`config.mk`:
```
export PLATFORM = sky130hd
export DESIGN_NAME = mem_port_arbiter
export DESIGN_NICKNAME = d
export VERILOG_FILES = /design/src/rtl/mem_port_arbiter.sv
export SDC_FILE = /design/constraint.sdc
export NUM_CORES = 1
export LEC_CHECK = 0
export ABC_AREA = 1
export BUFFER_PORTS_ARGS = -buffer_cell sky130_fd_sc_hd__buf_2
export CAP_MARGIN = 20
export CORE_ASPECT_RATIO = 1.2
export CORE_MARGIN = 3
export CORE_UTILIZATION = 43
export DETAILED_ROUTE_END_ITERATION = 7
export PLACE_DENSITY_LB_ADDON = 0.05
export SYNTH_ARGS = -nofsm -noshare
export SYNTH_HDL_FRONTEND = slang
export SYNTH_SLANG_ARGS = --single-unit
```
`constraint.sdc`:
```
create_clock -name clk -period 4.35 [get_ports clk]
set_input_delay 0.435 -clock clk [delete_from_list [all_inputs] [get_ports clk]]
set_output_delay 0.435 -clock clk [all_outputs]
set_load 0.01 [all_outputs]
```
`src/rtl/mem_port_arbiter.sv`:
```
// Single-port memory arbiter between instruction fetch (I) and load/store (D).
// One access in flight at a time; data wins ties, bounded by a D-grant streak limit.
module mem_port_arbiter #(
    parameter int ADDR_W       = 32,
    parameter int DATA_W       = 32,
    parameter int MAX_D_STREAK = 4
) (
    input  logic              clk,
    input  logic              rst,
    input  logic              i_req,
    input  logic [ADDR_W-1:0] i_addr,
    output logic [DATA_W-1:0] i_rdata,
    output logic              i_done,
    input  logic              d_req,
    input  logic              d_we,
    input  logic [ADDR_W-1:0] d_addr,
    input  logic [DATA_W-1:0] d_wdata,
    output logic [DATA_W-1:0] d_rdata,
    output logic              d_done,
    output logic              stall_if,
    output logic              stall_mem,
    output logic              mem_req,
    output logic              mem_we,
    output logic [ADDR_W-1:0] mem_addr,
    output logic [DATA_W-1:0] mem_wdata,
    input  logic [DATA_W-1:0] mem_rdata,
    input  logic              mem_ready
);

    typedef enum logic [1:0] {IDLE, ACCESS, DONE} state_t;

    localparam int SW = $clog2(MAX_D_STREAK + 1);
    localparam logic [SW-1:0] STREAK_MAX = SW'(MAX_D_STREAK);

    state_t        state;
    logic          owner_d;
    logic [SW-1:0] streak;
    logic          grant_d;

    // Data wins ties until it has taken STREAK_MAX grants in a row over a waiting fetch.
    assign grant_d   = d_req && (!i_req || (streak < STREAK_MAX));
    assign stall_if  = i_req & ~i_done;
    assign stall_mem = d_req & ~d_done;

    always_ff @(posedge clk or posedge rst) begin
        if (rst) begin
            state     <= IDLE;
            owner_d   <= 1'b1;
            streak    <= '0;
            mem_req   <= 1'b0;
            mem_we    <= 1'b0;
            mem_addr  <= '0;
            mem_wdata <= '0;
            i_rdata   <= '0;
            d_rdata   <= '0;
            i_done    <= 1'b0;
            d_done    <= 1'b0;
        end else begin
            case (state)
                IDLE: begin
                    i_done <= 1'b0;
                    d_done <= 1'b0;
                    if (d_req || i_req) begin
                        owner_d <= grant_d;
                        mem_req <= 1'b1;
                        state   <= ACCESS;
                        if (grant_d) begin
                            mem_we    <= d_we;
                            mem_addr  <= d_addr;
                            mem_wdata <= d_we ? d_wdata : '0;
                            streak    <= i_req ? streak + SW'(1) : '0;
                        end else begin
                            mem_we    <= 1'b0;
                            mem_addr  <= i_addr;
                            mem_wdata <= '0;
                            streak    <= '0;
                        end
                    end
                end
                ACCESS: begin
                    if (mem_ready) begin
                        mem_req <= 1'b0;
                        mem_we  <= 1'b0;
                        state   <= DONE;
                        if (owner_d) begin
                            if (!mem_we) d_rdata <= mem_rdata;
                            d_done <= 1'b1;
                        end else begin
                            i_rdata <= mem_rdata;
                            i_done  <= 1'b1;
                        end
                    end
                end
                DONE: begin
                    i_done <= 1'b0;
                    d_done <= 1'b0;
                    state  <= IDLE;
                end
                default: state <= IDLE;
            endcase
        end
    end

endmodule

```
# Word-level counts from Yosys, hierarchy flattened
# Index checks and enable logic that the tools add are counted.
# word_totals
register_bits	138
output_inout_bits	134
wordCells	60
# op_classes
addsub	1
n_lt_le_gt_ge	1
n_eq_ne	6
mux	20
bitwise	6
reduce_logical	15
# ops
operator	n
$mux W32	3
$reduce_and A3 Y1	4
$mux W1	8
$ne A2 B2 Y1 const B	4
$pmux W1 S2	4
$mux W3	2
$mux W2	2
$not A1 Y1	4
$pmux W2 S2	1
$reduce_and A2 Y1	2
$reduce_and A4 Y1	1
$reduce_bool A2 Y1	2
$add A3 B1 Y3 const B	1
$lt A3 B3 Y1 const B	1
$and A1 B1 Y1	2
$eq A2 B1 Y1 const B	1
$eq A2 B2 Y1 const B	1
$logic_not A2 Y1	1
$logic_or A1 B1 Y1	2
$reduce_or A2 Y1	1
$logic_and A1 B1 Y1	1
$logic_not A1 Y1	1

# Logic depth before layout (Yosys ltp)
# Gate-level depths: netlist of run 1.
# logic_depth
ltp_word	6
mapped_depth	7

# Worst setup path before layout of run 1
# Ideal clock, no wire load.
# synth_timing
path_kind	input to output
start	in d_req
end	out stall_mem
t_arrival_ns	1.108
path_slack_ns	2.807
path_stages	4
path_cell_list	buf_2 buf_1 inv_1 nor2_1
# synth_via
elab_chain_len	1
# synth_rtl
item	line_no	rtl
start: declaration	14	input logic d_req,
$and A1 B1 Y1	43	assign stall_mem = d_req & ~d_done;
end: declaration	21	output logic stall_mem,
# No other way between the ends.

# Worst setup path after layout of run 1
# layout_timing
start	reg state[0]
end	reg i_rdata[5]
# layout_via
elab_chain_len	2
# layout_rtl
item	line_no	rtl
start: declaration	35	state_t state;
start signal: assignment	47	state <= IDLE;
start signal: assignment	66	state <= ACCESS;
start signal: assignment	84	state <= DONE;
$eq A2 B1 Y1	59	case (state)
$reduce_and A3 Y1 (no source line)	n/a	
end signal: assignment	89	i_rdata <= mem_rdata;
end: declaration	12	output logic [DATA_W-1:0] i_rdata,
# No other way between the ends.
# A chain may end at the register's enable or synchronous reset.

==> results of run 1 <==
logic make-up after synthesis:
family	after synthesis
AO/OA/AOI/OAI	36
adder cells (fa/ha/maj)	1
buffers and inverters	125
flip-flops	138
AND/OR/NAND/NOR	518
per-stage QoR:
stage	total power [mW]	cell area [um2]	std cells	setup slack [ns]	utilization, %
after global routing	6.02	8280	1246	1.78	58.9
final	5.58	8280	1246	2.03	58.9
after detailed placement	4.23	7700	1216	1.79	54.8
after floorplan	3.33	6300	818	0.220	-
after global placement	4.19	7670	1215	1.79	54.6
after CTS	5.66	8280	1246	1.98	58.9
cells in the mapped netlist (all sizes together):
cell      n
buf      36
clkbuf   14
dfrtp   137
dfstp     1
ha        1
inv      75
nand2   370
nand3   105
nand4     1
nor2     42
o21ai    36
power by group through the flow:
stage               clock network (mW)  logic [mW]  registers, mW
floorplan                            0       0.953           2.38
global placement                     0        2.05           2.14
detailed placement                   0        2.09           2.14
CTS                               1.44        2.09           2.14
global route                      1.49        2.32           2.21
finish                            1.40        2.04           2.13
worst max-delay path by stage:
stage          slack (ns)      from  cells after the start            to
2_1_floorplan        0.22       rst                      1        d_done
3_3_place_gp         1.79  state[0]                      5   i_rdata[27]
3_5_place_dp         1.79     i_req                      7  mem_addr[21]
4_1_cts              1.98  state[0]                      6    i_rdata[7]
5_1_grt              1.78  state[0]                      6   i_rdata[16]
6_report             2.03  state[0]                      6    i_rdata[5]
sequential cells by signal, summed over array words and instances (netlist names):
register,flops
mem_we,1
d_done,1
owner_d,1
i_rdata,32
d_rdata,32
mem_req,1
mem_wdata,32
state,2
i_done,1
streak,3
mem_addr,32
metal layers:
layer | global-route usage [%] | vias up | part of all wire, %
met4 | 8.98 | 0 | 2.9
met2 | 37.5 | 211 | 50
met3 | 5.59 | 31 | 6.8
met1 | 27.2 | 2696 | 41
met5 | 0 | - | 0
li1 | - | 2994 | -
worst register-to-register path, cell delays in order (launching register included):
cell and delay (ns):
dfrtp_1 0.44, inv_2 0.08, nor2_4 0.62, nand2_1 0.62
buf_16 0.34, nand2_1 0.07, nand2_1 0.05
cells in the final DEF, fill, tap and decap left out, types with 2 or more instances in the layout:
cell,instances
inv_2,3
dfrtp_1,137
clkbuf_16,17
nor2_1,38
bufinv_16,2
buf_2,267
clkinv_2,3
buf_4,9
clkinvlp_4,3
nor2_2,2
nor2_4,2
clkinv_4,3
clkbuf_8,2
nand2_2,2
nand3_1,104
nand2_1,368
o21ai_0,21
o21ai_1,14
inv_1,71
area by class of cell:
cell class / instances / area, um2
Clock buffer: 19 / 453
Inverter: 75 / 287
Clock inverter: 11 / 124
Timing Repair Buffer: 277 / 1430
Sequential cell: 138 / 3450
Fill cell: 1378 / 5780
Multi-Input combinational cell: 555 / 2310
Tap cell: 171 / 214
==> impl_metrics.csv, run 1 <==
group,metric,value,unit
power_and_ir_drop,pwr-share-comb,36.6,%
yosys,synthTopCellsByArea,"dfrtp_1, nand2_1, nand3_1",
yosys,synth_area_leader_cell,"dfrtp_1",
critical_path,critPathMaxStageDelay,0.62,ns
power_and_ir_drop,internal-power,3.45,mW
yosys,yosys_warnings,0,
clock_tree,ctsRootBufferMaster,"clkbuf_16",
grt,grt.overflow.total,0,
sta,max_clock_freq,431,MHz
critical_path,cp-end-kind,"flip-flop",
power_and_ir_drop,irDropWorstVdd,359,uV
sta,final-setup-viol-count,0,
clock_tree,cts_buffers,17,
routing,drt_wl_total,18.0,mm
power_and_ir_drop,pwr-share-clk,25.2,%
yosys,synth_fp_nets,953,
sta,whs,0.0758,ns
placed_design,dp_hpwl,12.5,mm
yosys,synthSimpleGateAreaFrac,33.4,%
yosys,synth_top_family_by_area,"simple AND/OR/NAND/NOR gates",
critical_path,setup.worst_path.class,"flip-flop to flip-flop",
clock_tree,postCtsSetupRepairBufs,0,
yosys,synth_area_per_cell,7.70,um2
critical_path,timing.rr.start,"state[0]",
sta,rsz0062_at_grt,"false",
yosys,syn-cell-area,0.00630,mm2
sta,worst_pin_slew,0.805,ns
finish,fin_nets,1199,
clock_tree,ctsHtreeMaxLevel,4,
grt,grt_usage,22.4,%
grt,grt_max_degree,59,
routing,wl_per_cell,14.4,um
power_and_ir_drop,swShare,38.2,%
sta,finalMaxSlewViolations,0,
outcome,status,"finished clean",
critical_path,cp_slowest_cell,"nor2_4",
yosys,synth_xor_area_share,0,%
clock_tree,clkSinkCount,138,
clock_tree,clk_latency,0.41,ns
routing,drc,0,
clock_tree,holdBufCountCts,0,
floorplanning,core_area,0.0141,mm2
floorplanning,io_pins,268,
finish,syn2layout_area_growth,31.3,%
floorplanning,start_util,44.8,%
job,drv_cap,0,
sta,finalSetupTns,0,ns
critical_path,start_kind,"flip-flop",
finish,diodes,0,
yosys,synth_compound_area_share,2.92,%
floorplanning,die_h,139,um
routing,vias,5932,
sta,skew,0.0132,ns
critical_path,worstPathArrival,2.62,ns
clock_tree,cts_tree,"yes",
power_and_ir_drop,power_frac_seq,38.2,%
grt,antenna_found_initial,0,
critical_path,r2r_end,"i_rdata[5]",
yosys,synthAdderAreaFrac,0.199,%
critical_path,crit_buf_inv,2,
floorplanning,dieArea,0.0161,mm2
yosys,synth.distinct_cells,21,
sta,relSlewSlack,46.2,%
critical_path,cp.required,4.65,ns
critical_path,critPathTopFamily,"simple AND/OR/NAND/NOR gates",
floorplanning,rows,47,
finish,drive_gt1_share,29.8,%
yosys,synth.mux.area_fraction,0,%
routing,vias_per_cell,4.76,
yosys,syn_inst,818,
power_and_ir_drop,leakagePower,5.01,nW
placed_design,io_buffer_count,267,
clock_tree,cts_resized,0,
floorplanning,fp.dieW,117,um
sta,min_period,2.32,ns
routing,ant_nets,0,
power_and_ir_drop,p_sw,2.13,mW
critical_path,rrSetupSlack,2.03,ns
routing,drtPass1Iterations,4,
critical_path,crit_top_cell,"nand2_1",
sta,timing.final.crit_share,53.3,%
critical_path,crit_chain,"inv_2 > nor2_4 > nand2_1 > buf_16 > nand2_1 > nand2_1",
power_and_ir_drop,power.density,675,mW/mm2
critical_path,crit_fanout,35,
clock_tree,clkTransAtPathRegs,0.06,ns
clock_tree,clk_path_buf_depth,2,
yosys,ys_seq_elements,138,
yosys,seq_area_frac_synth,54.8,%
yosys,yosysTopAreaCellShare,54.4,%
routing,dr.first_iter.drc_count,363,
critical_path,rr_worst_depth,6,
sta,hold_violations,0,
placed_design,gp_congestion,0.812,
grt,grt_pass1_wl,28.8,mm
grt,grt_pass1_vias,5832,
min_path,hp-class,"input pin to async pin",
Power figures use the tool's default switching activity.
==> inputs of run 2 (changes only) <==
--- a/config.mk
+++ b/config.mk
@@ -5,12 +5,12 @@
 export SDC_FILE = /design/constraint.sdc
 export NUM_CORES = 1
 export LEC_CHECK = 0
-export ABC_AREA = 1
+export ABC_AREA = 0
 export BUFFER_PORTS_ARGS = -buffer_cell sky130_fd_sc_hd__buf_2
 export CAP_MARGIN = 20
 export CORE_ASPECT_RATIO = 1.2
 export CORE_MARGIN = 3
-export CORE_UTILIZATION = 43
+export CORE_UTILIZATION = 42
 export DETAILED_ROUTE_END_ITERATION = 7
 export PLACE_DENSITY_LB_ADDON = 0.05
 export SYNTH_ARGS = -nofsm -noshare
==> constraint.sdc (replaced) <==
create_clock -name clk -period 2.1 [get_ports clk]
set_input_delay 0.21 -clock clk [delete_from_list [all_inputs] [get_ports clk]]
set_output_delay 0.21 -clock clk [all_outputs]
set_load 0.01 [all_outputs]
==> impl_metrics.csv, run 2 <==
group,metric,value,unit
yosys,synthTopCellsByArea,"dfrtp_1, mux2_2, mux2_4",
floorplanning,start_util,43.6,%
power_and_ir_drop,leakagePower,3.99,nW
critical_path,start_kind,"flip-flop",
clock_tree,cts_tree,"yes",
floorplanning,io_pins,268,
sta,max_clock_freq,585,MHz
finish,fill_cells,1088,
placed_design,gp_congestion,0.806,
placed_design,postPlaceCellArea,0.00718,mm2
sta,timing.final.crit_share,81.4,%
clock_tree,clk_latency,0.41,ns
yosys,synthTopCellsByCount,"dfrtp_1, mux2_2, a22o_1",
clock_tree,holdBufCountCts,3,
clock_tree,cts_resized,0,
finish,fin_area,0.00777,mm2
sta,finalSetupTns,0,ns
sta,worst_pin_slew,0.461,ns
grt,antenna_found_initial,0,
yosys,yosys_warnings,0,
critical_path,cp-end-kind,"flip-flop",
yosys,synthArstFlopShare,100,%
critical_path,crit_fanout,19,
grt,grt_pass1_vias,4230,
critical_path,timing.rr.start,"streak[2]",
floorplanning,dieArea,0.0148,mm2
sta,skew,0.00768,ns
sta,final-setup-viol-count,0,
clock_tree,ctsRootBufferMaster,"clkbuf_16",
power_and_ir_drop,power.density,1500,mW/mm2
critical_path,worstPathArrival,2.00,ns
finish,syn2layout_area_growth,38.9,%
job,drv_cap,0,
critical_path,setup.worst_path.class,"flip-flop to flip-flop",
sta,whs,0.0187,ns
grt,use_met2,32.7,%
grt,grt.overflow.total,0,
sta,rsz0062_at_grt,"false",
placed_design,io_buffer_count,267,
yosys,synth.distinct_cells,26,
yosys,synth_edf_count,0,
yosys,synth_fp_nets,483,
yosys,yosysTopAreaCellShare,61.2,%
power_and_ir_drop,irDropWorstVdd,767,uV
finish,drive_gt1_share,69.1,%
yosys,ys.flop_type,"dfrtp_1",
floorplanning,fp.dieW,111,um
sta,min_period,1.71,ns
critical_path,rr_worst_depth,4,
critical_path,r2r_end,"mem_addr[19]",
grt,grt_max_degree,75,
sta,finalMaxSlewViolations,0,
routing,drt_wl_total,13.9,mm
placed_design,dp_hpwl,10.1,mm
clock_tree,clkSinkCount,138,
clock_tree,cts_buffers,17,
clock_tree,ctsHtreeMaxLevel,4,
yosys,syn-cell-area,0.00560,mm2
yosys,synth_area_leader_cell,"dfrtp_1",
routing,wl_per_cell,17.4,um
routing,vias,3941,
critical_path,rrSetupSlack,0.39,ns
routing,drtPass1Iterations,4,
routing,dr.first_iter.drc_count,128,
routing,ant_nets,0,
min_path,min_from,"d_wdata[21]",
yosys,synth.most_common_cell,"dfrtp_1",
sta,hold_violations,0,
grt,use_met1,21.1,%
clock_tree,clk_path_buf_depth,2,
clock_tree,postCtsSetupRepairBufs,0,
finish,post-route-util,60.6,%
clock_tree,clkTransAtPathRegs,0.06,ns
floorplanning,die_h,132,um
routing,drc,0,
finish,diodes,0,
yosys,synth_area_per_cell,16.1,um2
routing,vias_per_cell,4.91,
yosys,syn_inst,348,
critical_path,cp.required,2.39,ns
finish,final_common_cell,"buf_2",
finish,fin_nets,760,
outcome,status,"finished clean",
sta,relSlewSlack,69.3,%
grt,met3_usage,6.82,%
min_path,holdPathStages,2,
floorplanning,rows,45,
yosys,ys_seq_elements,138,
grt,grt_pass1_wl,22.1,mm
min_path,hold_end,"mem_wdata[21]",
floorplanning,core_area,0.0128,mm2
finish,layout_common_cells,"buf_2, dfrtp_1, mux2_2",
grt,grt_usage,18.9,%
min_path,hp-class,"input pin to flip-flop",
grt,top_usage_layer,"met2",
yosys,seq_area_frac_synth,61.7,%
-- run 2: kinds of logic after synthesis --
kind of cell | synth area share, %
AOI/OAI and AO/OA | 6.08
adders and majority gates | 0.223
buffers and inverters | 2.44
DFF | 61.7
muxes | 28.1
and+or+nand+nor | 1.50
-- run 2: worst max-delay path by stage --
stage	end	cells past startpoint	slack, ns	startpoint
after CTS	mem_addr[16]	4	0.37	streak[2]
after detailed placement	mem_addr[19]	5	0.37	d_req
after global routing	mem_addr[16]	4	0.30	streak[2]
after floorplan	d_done	1	0.17	rst
after global placement	d_rdata[22]	4	0.42	state[1]
final	mem_addr[19]	4	0.39	streak[2]
-- run 2: critical path: stages, from the launching register on --
cell and delay [ns]:
dfrtp_1 0.39, a21bo_2 0.37, buf_12 0.25, mux2_4 0.31
mux2_2 0.26
-- run 2: cell type report --
class                      instances  area (um2)  share of cell area [%]
clock buffer                      21         470                    6.05
tap                              164         205                    2.64
inverter                           4        18.8                   0.241
timing repair buffer             279        1500                    19.2
multi-input combinational        185        2030                    26.2
sequential                       138        3450                    44.4
clock inverter                    11        96.3                    1.24
-- run 2: stage by stage --
stage / cells / power [mW] / setup slack, ns
floorplan: 348 / 7.06 / 0.170
global placement: 767 / 8.89 / 0.420
detailed placement: 767 / 9.01 / 0.366
CTS: 802 / 11.9 / 0.371
global route: 802 / 12.4 / 0.302
finish: 802 / 11.7 / 0.390
-- run 2: power breakdown --
part / leakage, nW / switching (mW) / internal [mW]
Sequential: 1.69 / 0.640 / 3.94
Clock: 0.279 / 1.07 / 1.72
Combinational: 2.02 / 2.06 / 2.25
-- run 2: layer usage --
layer,vias to the layer above,wire [um]
met4,0,379
li1,1821,-
met5,-,0
met3,23,1060
met2,151,7270
met1,1946,5210
==> inputs of run 3 (changes only) <==
==> constraint.sdc (replaced) <==
create_clock -name clk -period 1.5 [get_ports clk]
set_input_delay 0.15 -clock clk [delete_from_list [all_inputs] [get_ports clk]]
set_output_delay 0.15 -clock clk [all_outputs]
set_load 0.01 [all_outputs]
==> impl_metrics.csv, run 3 (synthesis gave the netlist of run 2 again) <==
group,metric,value,unit
outcome,status,"finished with violations",
job,drv_cap,0,
sta,final-setup-viol-count,79,
min_path,hp-class,"input pin to flip-flop",
critical_path,cp.required,1.79,ns
finish,fin_nets,851,
placed_design,dp_hpwl,10.1,mm
power_and_ir_drop,leakagePower,4.59,nW
grt,grt_max_degree,74,
placed_design,dp_slack,-0.0840,ns
clock_tree,cts_buffers,17,
critical_path,worstPathArrival,1.86,ns
floorplanning,die_h,132,um
critical_path,start_kind,"flip-flop",
clock_tree,clk_latency,0.41,ns
power_and_ir_drop,power_frac_seq,35.5,%
grt,grt_usage,19.3,%
floorplanning,dieArea,0.0148,mm2
floorplanning,start_util,43.6,%
finish,fill_cells,916,
finish,drive_gt1_share,64.7,%
sta,min_period,1.57,ns
clock_tree,cts_tree,"yes",
routing,ant_nets,0,
clock_tree,clkTransAtPathRegs,0.06,ns
grt,top_usage_layer,"met2",
grt,grt_pass1_wl,22.6,mm
sta,fin_ws,-0.0690,ns
critical_path,crit_fanout,7,
routing,vias_per_cell,4.85,
finish,regArea,0.00345,mm2
grt,met3_usage,5.12,%
outcome,violations,"negative setup slack",
finish,syn2layout_area_growth,61.1,%
power_and_ir_drop,p_sw,5.75,mW
grt,antenna_found_initial,0,
sta,rsz0062_at_grt,"true",
grt,grt_pass1_vias,4551,
min_path,holdPathStages,3,
routing,drc,0,
finish,final_common_cell,"buf_2",
sta,finalMaxSlewViolations,0,
sta,skew,0.00588,ns
sta,relSlewSlack,71.0,%
power_and_ir_drop,internal-power,12.5,mW
sta,timing.final.crit_share,105,%
power_and_ir_drop,pwr-share-comb,39.7,%
grt,use_met1,22.0,%
critical_path,cp-end-kind,"flip-flop",
routing,vias,4333,
routing,dr.first_iter.drc_count,118,
critical_path,rr_worst_depth,5,
sta,worst_pin_slew,0.433,ns
finish,layout_common_cells,"buf_2, dfrtp_1, mux2_2, dlygate4sd3_1, mux2_4",
placed_design,io_buffer_count,267,
floorplanning,rows,45,
routing,wl_per_cell,17.6,um
power_and_ir_drop,swShare,31.4,%
grt,use_met2,34.8,%
sta,hold_violations,0,
grt,grt.overflow.total,0,
clock_tree,clkSinkCount,138,
floorplanning,core_area,0.0128,mm2
floorplanning,fp.dieW,111,um
critical_path,setup.worst_path.class,"flip-flop to flip-flop",
routing,drtPass1Iterations,4,
sta,max_clock_freq,637,MHz
routing,drt_wl_total,15.7,mm
sta,whs,0.0944,ns
power_and_ir_drop,pwr-share-clk,24.8,%
clock_tree,clk_path_buf_depth,2,
clock_tree,ctsRootBufferMaster,"clkbuf_16",
finish,diodes,0,
power_and_ir_drop,power.density,2030,mW/mm2
finish,multi_input_area,0.00217,mm2
placed_design,gp_congestion,0.735,
floorplanning,io_pins,268,
power_and_ir_drop,irDropWorstVdd,958,uV
clock_tree,ctsHtreeMaxLevel,4,
[run 3: cell types whose count changed in the layout (fill, tap and decap cells not counted), sizes merged]
cell / before / now
bufinv: 1 / 5
clkbuf: 21 / 25
buf: 276 / 298
inv: 3 / 5
clkinv: 8 / 3
clkinvlp: 3 / 4
dlygate4sd3: 3 / 66
[run 3: cell type report]
type / count / area share [%]
clock buffer: 19 / 4.80
inverter: 4 / 0.208
tap: 164 / 2.28
clock inverter: 13 / 2.40
sequential: 138 / 38.3
multi-input combinational: 185 / 24.1
timing repair buffer: 370 / 28.0
[run 3: power by group through the flow]
stage	registers, mW	logic [mW]	clock network (mW)
6_report	6.48	7.26	4.54
2_1_floorplan	7.24	2.69	0
5_1_grt	6.71	7.75	4.79
3_5_place_dp	6.49	6.40	0
3_3_place_gp	6.42	6.25	0
4_1_cts	6.45	6.56	4.63
[run 3: worst max-delay path: stages, from the launching register on]
cell and delay [ns]:
dfstp_2 0.53, inv_2 0.05, nor3_4 0.24, buf_6 0.16, buf_12 0.14, mux2_2 0.33
[run 3: stage by stage]
step | setup TNS [ns] | instances | instance area [um2] | utilization [%] | power (mW)
after detailed placement | -2.03 | 780 | 7300 | 56.9 | 12.9
after floorplan | -51.09 | 348 | 5630 | - | 9.93
after global placement | -0.972 | 780 | 7300 | 56.9 | 12.7
final | -2.53 | 893 | 9020 | 70.3 | 18.3
after CTS | -2.83 | 880 | 8630 | 67.3 | 17.6
after global routing | -6.78 | 893 | 9020 | 70.3 | 19.2
[run 3: final timing paths]
kind | from | slack, ns | end
worst max-delay path | owner_d | -0.07 | d_rdata[23]
worst min-delay path | i_addr[28] | 0.09 | mem_addr[28]
worst max register to register | owner_d | -0.07 | d_rdata[23]
worst min register to register | mem_req | 0.47 | mem_req
max in group asynchronous | rst | 0.69 | owner_d
min in group asynchronous | rst | 0.47 | d_rdata[23]
[run 3: layer usage]
metal  vias up  share of wire (%)
met5         -                  0
met4         0                1.3
met3        14                5.9
met2       163                 54
met1      2147                 39
li1       2009                  -
[run 3: repair_timing]
item / in CTS / in global routing
gates cloned: 0 / 9
endpoints found under the setup margin: 62 / 108
gates resized for setup: 2 / 46
hold buffers: 66 / 0
endpoints found under the hold margin: 234 / 0
buffers inserted: 2 / 4
pin swaps: 1 / 1
